$ cat config.mk
export PLATFORM = sky130hd
export DESIGN_NAME = vga_matrix_output_transmitter
export DESIGN_NICKNAME = d
export VERILOG_FILES = /design/src/rtl/vga_matrix_output_transmitter.sv
export SDC_FILE = /design/constraint.sdc
export NUM_CORES = 1
export LEC_CHECK = 0
export CORE_MARGIN = 1.5
export CORE_UTILIZATION = 43
export DETAILED_ROUTE_END_ITERATION = 8
export PLACE_DENSITY = 0.76
export SYNTH_ARGS = -nofsm -noshare
export SYNTH_HDL_FRONTEND = slang
export SYNTH_SLANG_ARGS = --single-unit
$ cat constraint.sdc
create_clock -name I_CLK -period 2.4 [get_ports I_CLK]
set_clock_uncertainty 0.05 [all_clocks]
set_input_delay 0.48 -clock I_CLK [delete_from_list [all_inputs] [get_ports I_CLK]]
set_output_delay 0.48 -clock I_CLK [all_outputs]
set_load 0.05 [all_outputs]
$ cat src/rtl/vga_matrix_output_transmitter.sv
// VGA transmitter: 640x480@60 timing, frame-buffer read requests, gray->RGB.
// Ports: I_CLK/I_RESET(async low)/I_ENABLE/I_FRAME_READY/I_PIXEL in; read addr+strobe, RGB, syncs, DE, frame start out.
module vga_matrix_output_transmitter #(
  parameter int P_PIXEL_DEPTH = 24,
  parameter int P_HACT = 640,
  parameter int P_HFP  = 16,
  parameter int P_HSW  = 96,
  parameter int P_HBP  = 48,
  parameter int P_VACT = 480,
  parameter int P_VFP  = 10,
  parameter int P_VSH  = 2,
  parameter int P_VBP  = 33,
  localparam int P_SUBPIXEL_DEPTH = P_PIXEL_DEPTH / 3,
  localparam int P_FRAME_COLUMN_BITS =
    $clog2(P_HACT + P_HFP + P_HSW + P_HBP),
  localparam int P_FRAME_ROW_BITS =
    $clog2(P_VACT + P_VFP + P_VSH + P_VBP)
) (
  input  logic                           I_CLK,
  input  logic                           I_RESET,
  input  logic                           I_ENABLE,
  input  logic                           I_FRAME_READY,
  input  logic [P_SUBPIXEL_DEPTH-1:0]    I_PIXEL,
  output logic [P_FRAME_COLUMN_BITS-1:0] O_PIXEL_COLUMN,
  output logic [P_FRAME_ROW_BITS-1:0]    O_PIXEL_ROW,
  output logic                           O_READ_ENABLE,
  output logic [P_PIXEL_DEPTH-1:0]       O_PIXEL,
  output logic                           O_HSYNC,
  output logic                           O_VSYNC,
  output logic                           O_DATA_ENABLE,
  output logic                           O_FRAME_START
);

  localparam int CB = P_FRAME_COLUMN_BITS;
  localparam int RB = P_FRAME_ROW_BITS;

  localparam logic [CB-1:0] H_LAST =
    CB'(P_HACT + P_HFP + P_HSW + P_HBP - 1);
  localparam logic [CB-1:0] H_ACT  = CB'(P_HACT);
  localparam logic [CB-1:0] HS_BEG = CB'(P_HACT + P_HFP);
  localparam logic [CB-1:0] HS_END = CB'(P_HACT + P_HFP + P_HSW);

  localparam logic [RB-1:0] V_LAST =
    RB'(P_VACT + P_VFP + P_VSH + P_VBP - 1);
  localparam logic [RB-1:0] V_ACT  = RB'(P_VACT);
  localparam logic [RB-1:0] VS_BEG = RB'(P_VACT + P_VFP);
  localparam logic [RB-1:0] VS_END = RB'(P_VACT + P_VFP + P_VSH);

  typedef enum logic {
    BLANK_FRAME,
    SHOW_FRAME
  } state_t;

  state_t        state_q, state_d;
  logic [CB-1:0] h_q, h_d;
  logic [RB-1:0] v_q, v_d;

  logic at_origin;
  logic active;
  logic show;
  logic read_en;

  logic hs1_q, vs1_q, de1_q, show1_q, fs1_q;
  logic hs2_q, vs2_q, de2_q, fs2_q;
  logic [P_PIXEL_DEPTH-1:0] pix2_q;

  assign at_origin = (h_q == '0) && (v_q == '0);
  assign active    = (h_q < H_ACT) && (v_q < V_ACT);

  always_comb begin
    state_d = state_q;
    if (I_ENABLE && at_origin) begin
      state_d = I_FRAME_READY ? SHOW_FRAME
                              : BLANK_FRAME;
    end
  end

  always_comb begin
    h_d = h_q;
    v_d = v_q;
    if (I_ENABLE) begin
      if (h_q == H_LAST) begin
        h_d = '0;
        v_d = (v_q == V_LAST) ? '0 : v_q + 1'b1;
      end else begin
        h_d = h_q + 1'b1;
      end
    end
  end

  // The frame decision taken at (0,0) already covers pixel (0,0),
  // so the request path looks at the next state, not the old one.
  assign show = (state_d == SHOW_FRAME);

  // Gated by reset so no strobe escapes while the block is held.
  assign read_en = I_RESET & I_ENABLE & show & active;

  assign O_READ_ENABLE  = read_en;
  assign O_PIXEL_COLUMN = read_en ? h_q : '0;
  assign O_PIXEL_ROW    = read_en ? v_q : '0;

  always_ff @(posedge I_CLK or negedge I_RESET) begin
    if (!I_RESET) begin
      state_q <= BLANK_FRAME;
      h_q     <= '0;
      v_q     <= '0;
    end else begin
      state_q <= state_d;
      h_q     <= h_d;
      v_q     <= v_d;
    end
  end

  always_ff @(posedge I_CLK or negedge I_RESET) begin
    if (!I_RESET) begin
      hs1_q   <= 1'b1;
      vs1_q   <= 1'b1;
      de1_q   <= 1'b0;
      show1_q <= 1'b0;
      fs1_q   <= 1'b0;
    end else if (I_ENABLE) begin
      hs1_q   <= !((h_q >= HS_BEG) && (h_q < HS_END));
      vs1_q   <= !((v_q >= VS_BEG) && (v_q < VS_END));
      de1_q   <= active;
      show1_q <= show;
      fs1_q   <= at_origin;
    end
  end

  // I_PIXEL answers the request made one enabled cycle earlier,
  // which is exactly the position held in stage 1.
  always_ff @(posedge I_CLK or negedge I_RESET) begin
    if (!I_RESET) begin
      hs2_q  <= 1'b1;
      vs2_q  <= 1'b1;
      de2_q  <= 1'b0;
      fs2_q  <= 1'b0;
      pix2_q <= '0;
    end else if (I_ENABLE) begin
      hs2_q  <= hs1_q;
      vs2_q  <= vs1_q;
      de2_q  <= de1_q;
      fs2_q  <= fs1_q;
      pix2_q <= (de1_q && show1_q) ? {3{I_PIXEL}} : '0;
    end
  end

  assign O_HSYNC       = hs2_q;
  assign O_VSYNC       = vs2_q;
  assign O_DATA_ENABLE = de2_q;
  assign O_FRAME_START = fs2_q;
  assign O_PIXEL       = pix2_q;

endmodule
==> out/summary.json, run 1 <==
{
  "run_status": {"value": "finished, violations left"},
  "failed_checks": {"value": "setup timing"},
  "synth_area_per_cell": {"value": 9.50, "unit": "um^2"},
  "slew_violations": {"value": 0},
  "critical_path.startpoint_type": {"value": "register"},
  "final-setup-viol-count": {"value": 20},
  "antenna-diode-count": {"value": 0},
  "yosysTopAreaCell": {"value": "sky130_fd_sc_hd__dfrtp_1"},
  "place_inst": {"value": 361},
  "synth_top_area_share": {"value": 39.3, "unit": "%"},
  "detail_route.wl_per_cell": {"value": 16.3, "unit": "um"},
  "cts_tree": {"value": "built"},
  "post_drt_via_cell_ratio": {"value": 5.39},
  "cellPowerDensity": {"value": 470, "unit": "nW/um^2"},
  "synthFlopType": {"value": "sky130_fd_sc_hd__dfrtp_1"},
  "via_count": {"value": 2027},
  "io_buffer_count": {"value": 59},
  "share_comb_of_total_power": {"value": 26.8, "unit": "%"},
  "instances_no_fill": {"value": 376},
  "layout-drive-gt1-share": {"value": 37.9, "unit": "%"},
  "f_max": {"value": 334, "unit": "MHz"},
  "detailed_place_hpwl": {"value": 4.10, "unit": "mm"},
  "rsz0062_at_grt": {"value": "yes"},
  "swShare": {"value": 31.0, "unit": "%"},
  "critPathCaptureType": {"value": "primary output"},
  "multiInputGateArea": {"value": 1140, "unit": "um^2"},
  "worstSkewPairLatency": {"value": 290, "unit": "ps"},
  "clk_pin_slew": {"value": 70, "unit": "ps"},
  "power.net_switching": {"value": 504, "unit": "uW"},
  "synth.net_count": {"value": 244},
  "synth-async-reset-ratio": {"value": 100, "unit": "%"},
  "crit_required": {"value": 1870, "unit": "ps"},
  "sequential_group_share_of_total_power": {"value": 45.1, "unit": "%"},
  "clock_sink_count": {"value": 38},
  "detail_route.iter0.violations": {"value": 175},
  "synth.most_common_cell": {"value": "sky130_fd_sc_hd__dfrtp_1"},
  "timing_worst_setup_path_type": {"value": "reg2out"},
  "seq_area": {"value": 956, "unit": "um^2"},
  "grt_pass1_vias": {"value": 2045},
  "cts.path.max_buffers": {"value": 2},
  "wl": {"value": 6.14, "unit": "mm"},
  "h_tree_level_count": {"value": 2},
  "grt.total_usage": {"value": 24.0, "unit": "%"},
  "syn-cell-area": {"value": 2170, "unit": "um^2"},
  "p_clk_share": {"value": 28.1, "unit": "%"},
  "grt_first_pass_wirelength": {"value": 9.85, "unit": "mm"},
  "std_cell_rows": {"value": 25},
  "die_area": {"value": 5470, "unit": "um^2"},
  "postLayoutSetupSlackWorst": {"value": -590, "unit": "ps"},
  "synth.distinct_cells": {"value": 44},
  "totalPowerFinal": {"value": 1.63, "unit": "mW"},
  "fillerInstances": {"value": 318},
  "hp-class": {"value": "in2async"},
  "max-vdd-ir-drop": {"value": 0.438, "unit": "mV"},
  "worst_path_maximum_fanout": {"value": 6},
  "holdBufCountCts": {"value": 0},
  "synth_edf_count": {"value": 0},
  "finalWeightedCongestion": {"value": 0.876},
  "leakage": {"value": 1.49, "unit": "nW"},
  "grt_antenna_before_repair": {"value": 0},
  "maxCapViolCount": {"value": 0},
  "worst_r2r_path_depth": {"value": 6},
  "synth.top_cells.by_area": {"value": "sky130_fd_sc_hd__dfrtp_1, sky130_fd_sc_hd__buf_4, sky130_fd_sc_hd__dfstp_2"},
  "postSynthCellCount": {"value": 228},
  "max_slew_margin": {"value": 61.0, "unit": "%"},
  "synthToLayoutAreaGrowth": {"value": 59.9, "unit": "%"},
  "floorplan.die.height": {"value": 74.0, "unit": "um"},
  "initial_utilization": {"value": 45.3, "unit": "%"},
  "synth_seq_cells": {"value": 38},
  "remaining_drc_errors": {"value": 0},
  "core": {"value": 4790, "unit": "um^2"},
  "detailedRoute.firstPassIterationCount": {"value": 4},
  "synthesis.yosys.warnings": {"value": 0},
  "final.min_clock_period": {"value": 2990, "unit": "ps"},
  "ioPinCount": {"value": 61},
  "post_synthesis_sequential_area_ratio": {"value": 44.1, "unit": "%"},
  "internal-power": {"value": 1.12, "unit": "mW"},
  "cts_inserted_buffers": {"value": 5},
  "die_width": {"value": 74.0, "unit": "um"},
  "final_nets": {"value": 324},
  "post_route_ant_nets": {"value": 0},
  "timing.critical_path.arrival": {"value": 2460, "unit": "ps"},
  "grt_max_degree": {"value": 39},
  "globalRouteOverflowTotal": {"value": 0},
  "worst_slew_pin_slew": {"value": 585, "unit": "ps"},
  "timing.final.crit_share": {"value": 125, "unit": "%"},
  "report.final.hold_viol_count": {"value": 0},
  "root_buffer": {"value": "sky130_fd_sc_hd__clkbuf_8"},
  "synth_common_cells": {"value": "sky130_fd_sc_hd__dfrtp_1, sky130_fd_sc_hd__nand2_1, sky130_fd_sc_hd__buf_4"}
}
## flip-flops by register name (all words and copies together), names as in the netlist
| name | count |
|---|---|
| O_DATA_ENABLE | 1 |
| O_VSYNC | 1 |
| fs1_q | 1 |
| hs1_q | 1 |
| de1_q | 1 |
| show1_q | 1 |
| O_PIXEL | 8 |
| state_q | 1 |
| v_q | 10 |
| h_q | 10 |
| O_FRAME_START | 1 |
| O_HSYNC | 1 |
| vs1_q | 1 |
## final timing paths
check | endpoint | slack (ps) | from
max | O_PIXEL_COLUMN[0] | -590 | v_q[5]
min | v_q[1] | 210 | I_RESET
max reg2reg | v_q[9] | 130 | h_q[7]
min reg2reg | hs1_q | 450 | hs1_q
max in group asynchronous | hs1_q | 1730 | I_RESET
min in group I_CLK | hs1_q | 450 | hs1_q
## cell families after synthesis
logic type               synth area share [%]
multiplexers                             2.60
XOR/XNOR                                 4.45
AO/OA/AOI/OAI                            10.7
other                                   0.173
buffers and inverters                    10.5
flip-flops                               44.1
AND/OR/NAND/NOR                          25.2
adder cells (fa/ha/maj)                  2.31
## routing by layer
metal | up-vias | wire [um] | share of wire, % | global-route usage (%)
met3 | 13 | 259 | 4.2 | 4.74
li1 | 955 | - | - | -
met1 | 995 | 2460 | 40 | 29.5
met2 | 64 | 3310 | 54 | 41.1
met4 | 0 | 111 | 1.8 | 9.88
met5 | - | 0 | 0 | 0
## layout by cell type (no fill, tap or decap), drive strengths merged, types with 2 or more instances in the layout
master and n:
buf 66, clkdlybuf4s50 37, dfrtp 34, nand2 24, and3 17, nor2 11
nor3 9, o2bb2ai 9, a21oi 9, inv 8, nand3 8, clkbuf 8
o21ai 7, xor2 6, nand4 5, xnor2 5, mux2 5, nor4 5
or3 5, dfstp 4, a31oi 4, ha 4, nand2b 2, nor4b 2
or4 2
## cell type report
| cell class | instances | share of cell area [%] |
|---|---|---|
| inverters | 8 | 0.867 |
| well taps | 67 | 2.42 |
| repair buffers | 104 | 33.5 |
| flip-flops and latches | 38 | 27.6 |
| clock inverters | 1 | 0.144 |
| clock buffers | 7 | 2.49 |
| multi-input cells | 151 | 33.0 |
## per-stage QoR
step / setup TNS (ps) / instance area, um^2 / setup WS (ps) / utilization [%] / hold slack (ps)
after floorplan: -2520 / 2200 / -465 / - / 134
after global placement: -6240 / 3150 / -502 / 65.9 / 426
after detailed placement: -7420 / 3150 / -579 / 65.9 / 428
after CTS: -6860 / 3460 / -583 / 72.3 / 248
after global routing: -5300 / 3460 / -640 / 72.4 / 265
final: -4200 / 3460 / -590 / 72.4 / 214
## power by group through the flow
stage / combinational (mW) / clock (mW) / sequential, mW
after floorplan: 0.192 / 0 / 0.761
after detailed placement: 0.414 / 0 / 0.735
after CTS: 0.421 / 0.465 / 0.728
after global placement: 0.394 / 0 / 0.736
final: 0.436 / 0.457 / 0.735
after global routing: 0.478 / 0.493 / 0.738
## what timing repair did
item | CTS | global route
setup buffers | 5 | 4
cloned | 1 | 0
pin swaps | 8 | 13
resized for setup | 33 | 5
setup endpoints to repair | 25 | 20
## worst max-delay path, stage by stage, from the launching register on
cell and delay, ps:
sky130_fd_sc_hd__dfrtp_1 400, sky130_fd_sc_hd__or4_4 530, sky130_fd_sc_hd__or2_4 250, sky130_fd_sc_hd__or4b_4 510, sky130_fd_sc_hd__buf_6 170, sky130_fd_sc_hd__a21oi_4 150
sky130_fd_sc_hd__buf_12 150
Power figures use the tool's default switching activity.
==> run 2: changes to the inputs <==
Settings changed: CTS_CLUSTER_DIAMETER from default to 80.
==> results of run 2 <==
No change in the layout: final DEF, timing and power equal those of run 1.
==> run 3: changes to the inputs <==
Settings changed: ABC_AREA from default to 1, CORE_UTILIZATION 43 to 44, HOLD_SLACK_MARGIN from default to 0.12, SLEW_MARGIN from default to 15.
==> out/summary.json, run 3 <==
{
  "synth.net_count": {"value": 319, "change": "+31%"},
  "max-vdd-ir-drop": {"value": 0.356, "unit": "mV", "change": "-19%"},
  "final_nets": {"value": 397, "change": "+23%"},
  "final_hold_slack": {"value": 208, "unit": "ps", "change": "-5.85 ps"},
  "synth_seq_cells": {"value": 38, "change": "unchanged"},
  "commonest_non_fill_non_tap_cell_in_the_layout": {"value": "sky130_fd_sc_hd__nand2_1"},
  "finalInstanceArea": {"value": 3620, "unit": "um^2", "change": "+4.4%"},
  "timing.critical_path.slowest_cell_delay": {"value": 420, "unit": "ps", "change": "-110 ps"},
  "grt_first_pass_wirelength": {"value": 9.92, "unit": "mm", "change": "+0.77%"},
  "die_area": {"value": 5690, "unit": "um^2", "change": "+3.9%"},
  "post_placement_worst_setup_slack": {"value": -275, "unit": "ps", "change": "+303 ps"},
  "instances_no_fill": {"value": 452, "change": "+20%"},
  "run_status": {"value": "finished, violations left"},
  "layout.core_utilization": {"value": 71.3, "unit": "%", "change": "-1.1 points"},
  "yosysTopAreaCell": {"value": "sky130_fd_sc_hd__dfrtp_1"},
  "cellPowerDensity": {"value": 618, "unit": "nW/um^2", "change": "+32%"},
  "grt_antenna_before_repair": {"value": 0, "change": "unchanged"},
  "synthesis.yosys.warnings": {"value": 0, "change": "unchanged"},
  "synth_edf_count": {"value": 0, "change": "unchanged"},
  "globalRouteOverflowTotal": {"value": 0, "change": "unchanged"},
  "syn-cell-area": {"value": 2310, "unit": "um^2", "change": "+6.5%"},
  "grt_max_degree": {"value": 39, "change": "unchanged"},
  "timing.critical_path.arrival": {"value": 1950, "unit": "ps", "change": "-510 ps"},
  "detailed_place_hpwl": {"value": 4.04, "unit": "mm", "change": "-1.6%"},
  "cts_tree": {"value": "built"},
  "failed_checks": {"value": "setup timing"},
  "synth_common_cells": {"value": "sky130_fd_sc_hd__nand2_1, sky130_fd_sc_hd__dfrtp_1, sky130_fd_sc_hd__inv_1"},
  "worst_slew_pin_slew": {"value": 518, "unit": "ps", "change": "-66.6 ps"},
  "detailedRoute.firstPassIterationCount": {"value": 4, "change": "unchanged"},
  "critPathCaptureType": {"value": "primary output"},
  "final.setup.tns": {"value": -1450, "unit": "ps", "change": "+2750 ps"},
  "maxCapViolCount": {"value": 0, "change": "unchanged"},
  "io_buffer_count": {"value": 59, "change": "unchanged"},
  "timing.rr.start": {"value": "h_q[5]"},
  "die_width": {"value": 75.4, "unit": "um", "change": "+1.9%"},
  "synth.distinct_cells": {"value": 28, "change": "-36%"},
  "cp_slowest_cell": {"value": "sky130_fd_sc_hd__dfrtp_1"},
  "totalPowerFinal": {"value": 2.24, "unit": "mW", "change": "+37%"},
  "timing_worst_setup_path_type": {"value": "reg2out"},
  "initial_utilization": {"value": 45.5, "unit": "%", "change": "+0.18 points"},
  "post_synthesis_sequential_area_ratio": {"value": 41.4, "unit": "%", "change": "-2.7 points"},
  "root_buffer": {"value": "sky130_fd_sc_hd__clkbuf_8"},
  "post_route_ant_nets": {"value": 0, "change": "unchanged"},
  "cts_inserted_buffers": {"value": 5, "change": "unchanged"},
  "wl": {"value": 6.07, "unit": "mm", "change": "-1.1%"},
  "critical_path_depth": {"value": 9, "change": "+3"},
  "synth.area.mux_share": {"value": 0, "unit": "%", "change": "-2.6 points"},
  "synth-compound-area-share": {"value": 7.75, "unit": "%", "change": "-3.0 points"},
  "postSynthCellCount": {"value": 303, "change": "+33%"},
  "cts.path.max_buffers": {"value": 2, "change": "unchanged"},
  "f_max": {"value": 402, "unit": "MHz", "change": "+20%"},
  "max_slew_margin": {"value": 65.3, "unit": "%", "change": "+4.3 points"},
  "regToRegSetupSlack": {"value": -20, "unit": "ps", "change": "-150 ps"},
  "std_cell_rows": {"value": 26, "change": "+4.0%"},
  "leakage": {"value": 1.69, "unit": "nW", "change": "+13%"},
  "ioPinCount": {"value": 61, "change": "unchanged"},
  "most-common-layout-cells": {"value": "sky130_fd_sc_hd__nand2_1, sky130_fd_sc_hd__clkdlybuf4s50_1, sky130_fd_sc_hd__buf_4"},
  "post_drt_via_cell_ratio": {"value": 4.98, "change": "-7.5%"},
  "parity_gate_share_of_the_synthesized_area_counting_xor_and_xnor_cells": {"value": 1.52, "unit": "%", "change": "-2.9 points"},
  "final-setup-viol-count": {"value": 21, "change": "+5.0%"},
  "place_inst": {"value": 423, "change": "+17%"},
  "crit_required": {"value": 1870, "unit": "ps", "change": "about the same"},
  "synth-adder-area-share": {"value": 2.17, "unit": "%", "change": "-0.14 points"},
  "largest_family_of_logic_cells_by_synthesized_area": {"value": "simple AND/OR/NAND/NOR gates"},
  "critical-path-top-delay-family": {"value": "simple AND/OR/NAND/NOR gates"},
  "core": {"value": 5070, "unit": "um^2", "change": "+6.0%"},
  "critical_path.reg2reg.endpoint": {"value": "fs1_q"},
  "worst_path_maximum_fanout": {"value": 9, "change": "+3"},
  "worst_r2r_path_depth": {"value": 16, "change": "+10"},
  "finalWeightedCongestion": {"value": 0.842, "change": "-3.8%"},
  "worstSkewPairLatency": {"value": 300, "unit": "ps", "change": "about the same"},
  "timing.critical_path.cells": {"value": "nor2_1 > nand2_2 > nor2_4 > nand3_2 > nand2_2 > nand3_4 > buf_12 > nor2_4 > buf_12"},
  "report.final.hold_viol_count": {"value": 0, "change": "unchanged"},
  "hp-class": {"value": "in2async"},
  "floorplan.die.height": {"value": 75.4, "unit": "um", "change": "+1.9%"},
  "total_cell_area_at_the_placement_stage": {"value": 3120, "unit": "um^2", "change": "-1.2%"},
  "critical_path.n_buffers_inverters": {"value": 2, "change": "unchanged"},
  "grt_pass1_vias": {"value": 2179, "change": "+6.6%"},
  "grt.total_usage": {"value": 22.8, "unit": "%", "change": "-1.2 points"},
  "via_count": {"value": 2253, "change": "+11%"},
  "critical_path.startpoint_type": {"value": "register"},
  "synth-simple-area-share": {"value": 33.0, "unit": "%", "change": "+7.8 points"},
  "rsz0062_at_grt": {"value": "yes"},
  "synth-async-reset-ratio": {"value": 100, "unit": "%", "change": "unchanged"},
  "layout-drive-gt1-share": {"value": 33.2, "unit": "%", "change": "-4.6 points"},
  "detail_route.wl_per_cell": {"value": 13.4, "unit": "um", "change": "-18%"},
  "h_tree_level_count": {"value": 2, "change": "unchanged"},
  "synthToLayoutAreaGrowth": {"value": 56.8, "unit": "%"},
  "clk_pin_slew": {"value": 80, "unit": "ps", "change": "about the same"},
  "postLayoutSetupSlackWorst": {"value": -84.5, "unit": "ps", "change": "+505 ps"},
  "synth_area_per_cell": {"value": 7.61, "unit": "um^2", "change": "-20%"},
  "final.min_clock_period": {"value": 2480, "unit": "ps", "change": "-505 ps"},
  "remaining_drc_errors": {"value": 0, "change": "unchanged"},
  "clock_sink_count": {"value": 38, "change": "unchanged"},
  "antenna-diode-count": {"value": 0, "change": "unchanged"},
  "synth.top_cells.by_area": {"value": "sky130_fd_sc_hd__dfrtp_1, sky130_fd_sc_hd__nand2_1, sky130_fd_sc_hd__nor2_2"},
  "timing.final.crit_share": {"value": 104, "unit": "%", "change": "-21 points"},
  "slew_violations": {"value": 0, "change": "unchanged"},
  "worst_setup_path_startpoint": {"value": "h_q[5]"},
  "holdBufCountCts": {"value": 0, "change": "unchanged"},
  "synth.most_common_cell": {"value": "sky130_fd_sc_hd__nand2_1"},
  "detail_route.iter0.violations": {"value": 90, "change": "-49%"},
  "synth_top_area_share": {"value": 36.9, "unit": "%", "change": "-2.4 points"},
  "synthFlopType": {"value": "sky130_fd_sc_hd__dfrtp_1"}
}
[run 3: cell type report]
type | count | area [um^2]
Tap cell | 70 | 87.6
Fill cell | 382 | 1460
Clock buffer | 5 | 68.8
Multi-Input combinational cell | 204 | 1190
Inverter | 36 | 138
Clock inverter | 3 | 68.8
Sequential cell | 38 | 962
Timing Repair Buffer | 96 | 1110
[run 3: power by group]
part,internal [mW],switching (mW)
sequential,0.753,0.121
clock,0.417,0.251
combinational,0.249,0.445
[run 3: cells by family after synthesis]
kind of cell / count (synthesis)
buf+inv: 61
xor+xnor: 4
other cells: 1
flops: 38
fa+ha+maj: 4
simple gates: 160
compound gates: 35
[run 3: what timing repair did]
action,4_1_cts,5_1_grt
cloned,1,0
endpoints found under the setup margin,20,21
resized for setup,48,1
pin swaps,4,4
hold endpoints to repair,0,0
buffers inserted,19,1
[run 3: per-layer routing]
layer  global-route usage, %  vias to the layer above  part of all wire (%)
li1                        -                     1092                     -
met3                    5.69                       14                   8.5
met2                    39.6                      109                    49
met5                       0                        -                     0
met4                    7.14                        0                   2.2
met1                    27.8                     1038                    40
[run 3: worst max path at each step]
stage	end	slack, ps
final	O_PIXEL_ROW[7]	-80
after global routing	O_PIXEL_ROW[7]	-190
after CTS	O_PIXEL_ROW[7]	-50
after detailed placement	O_PIXEL_COLUMN[8]	-280
after global placement	O_PIXEL_COLUMN[8]	-230
after floorplan	O_PIXEL_COLUMN[0]	130
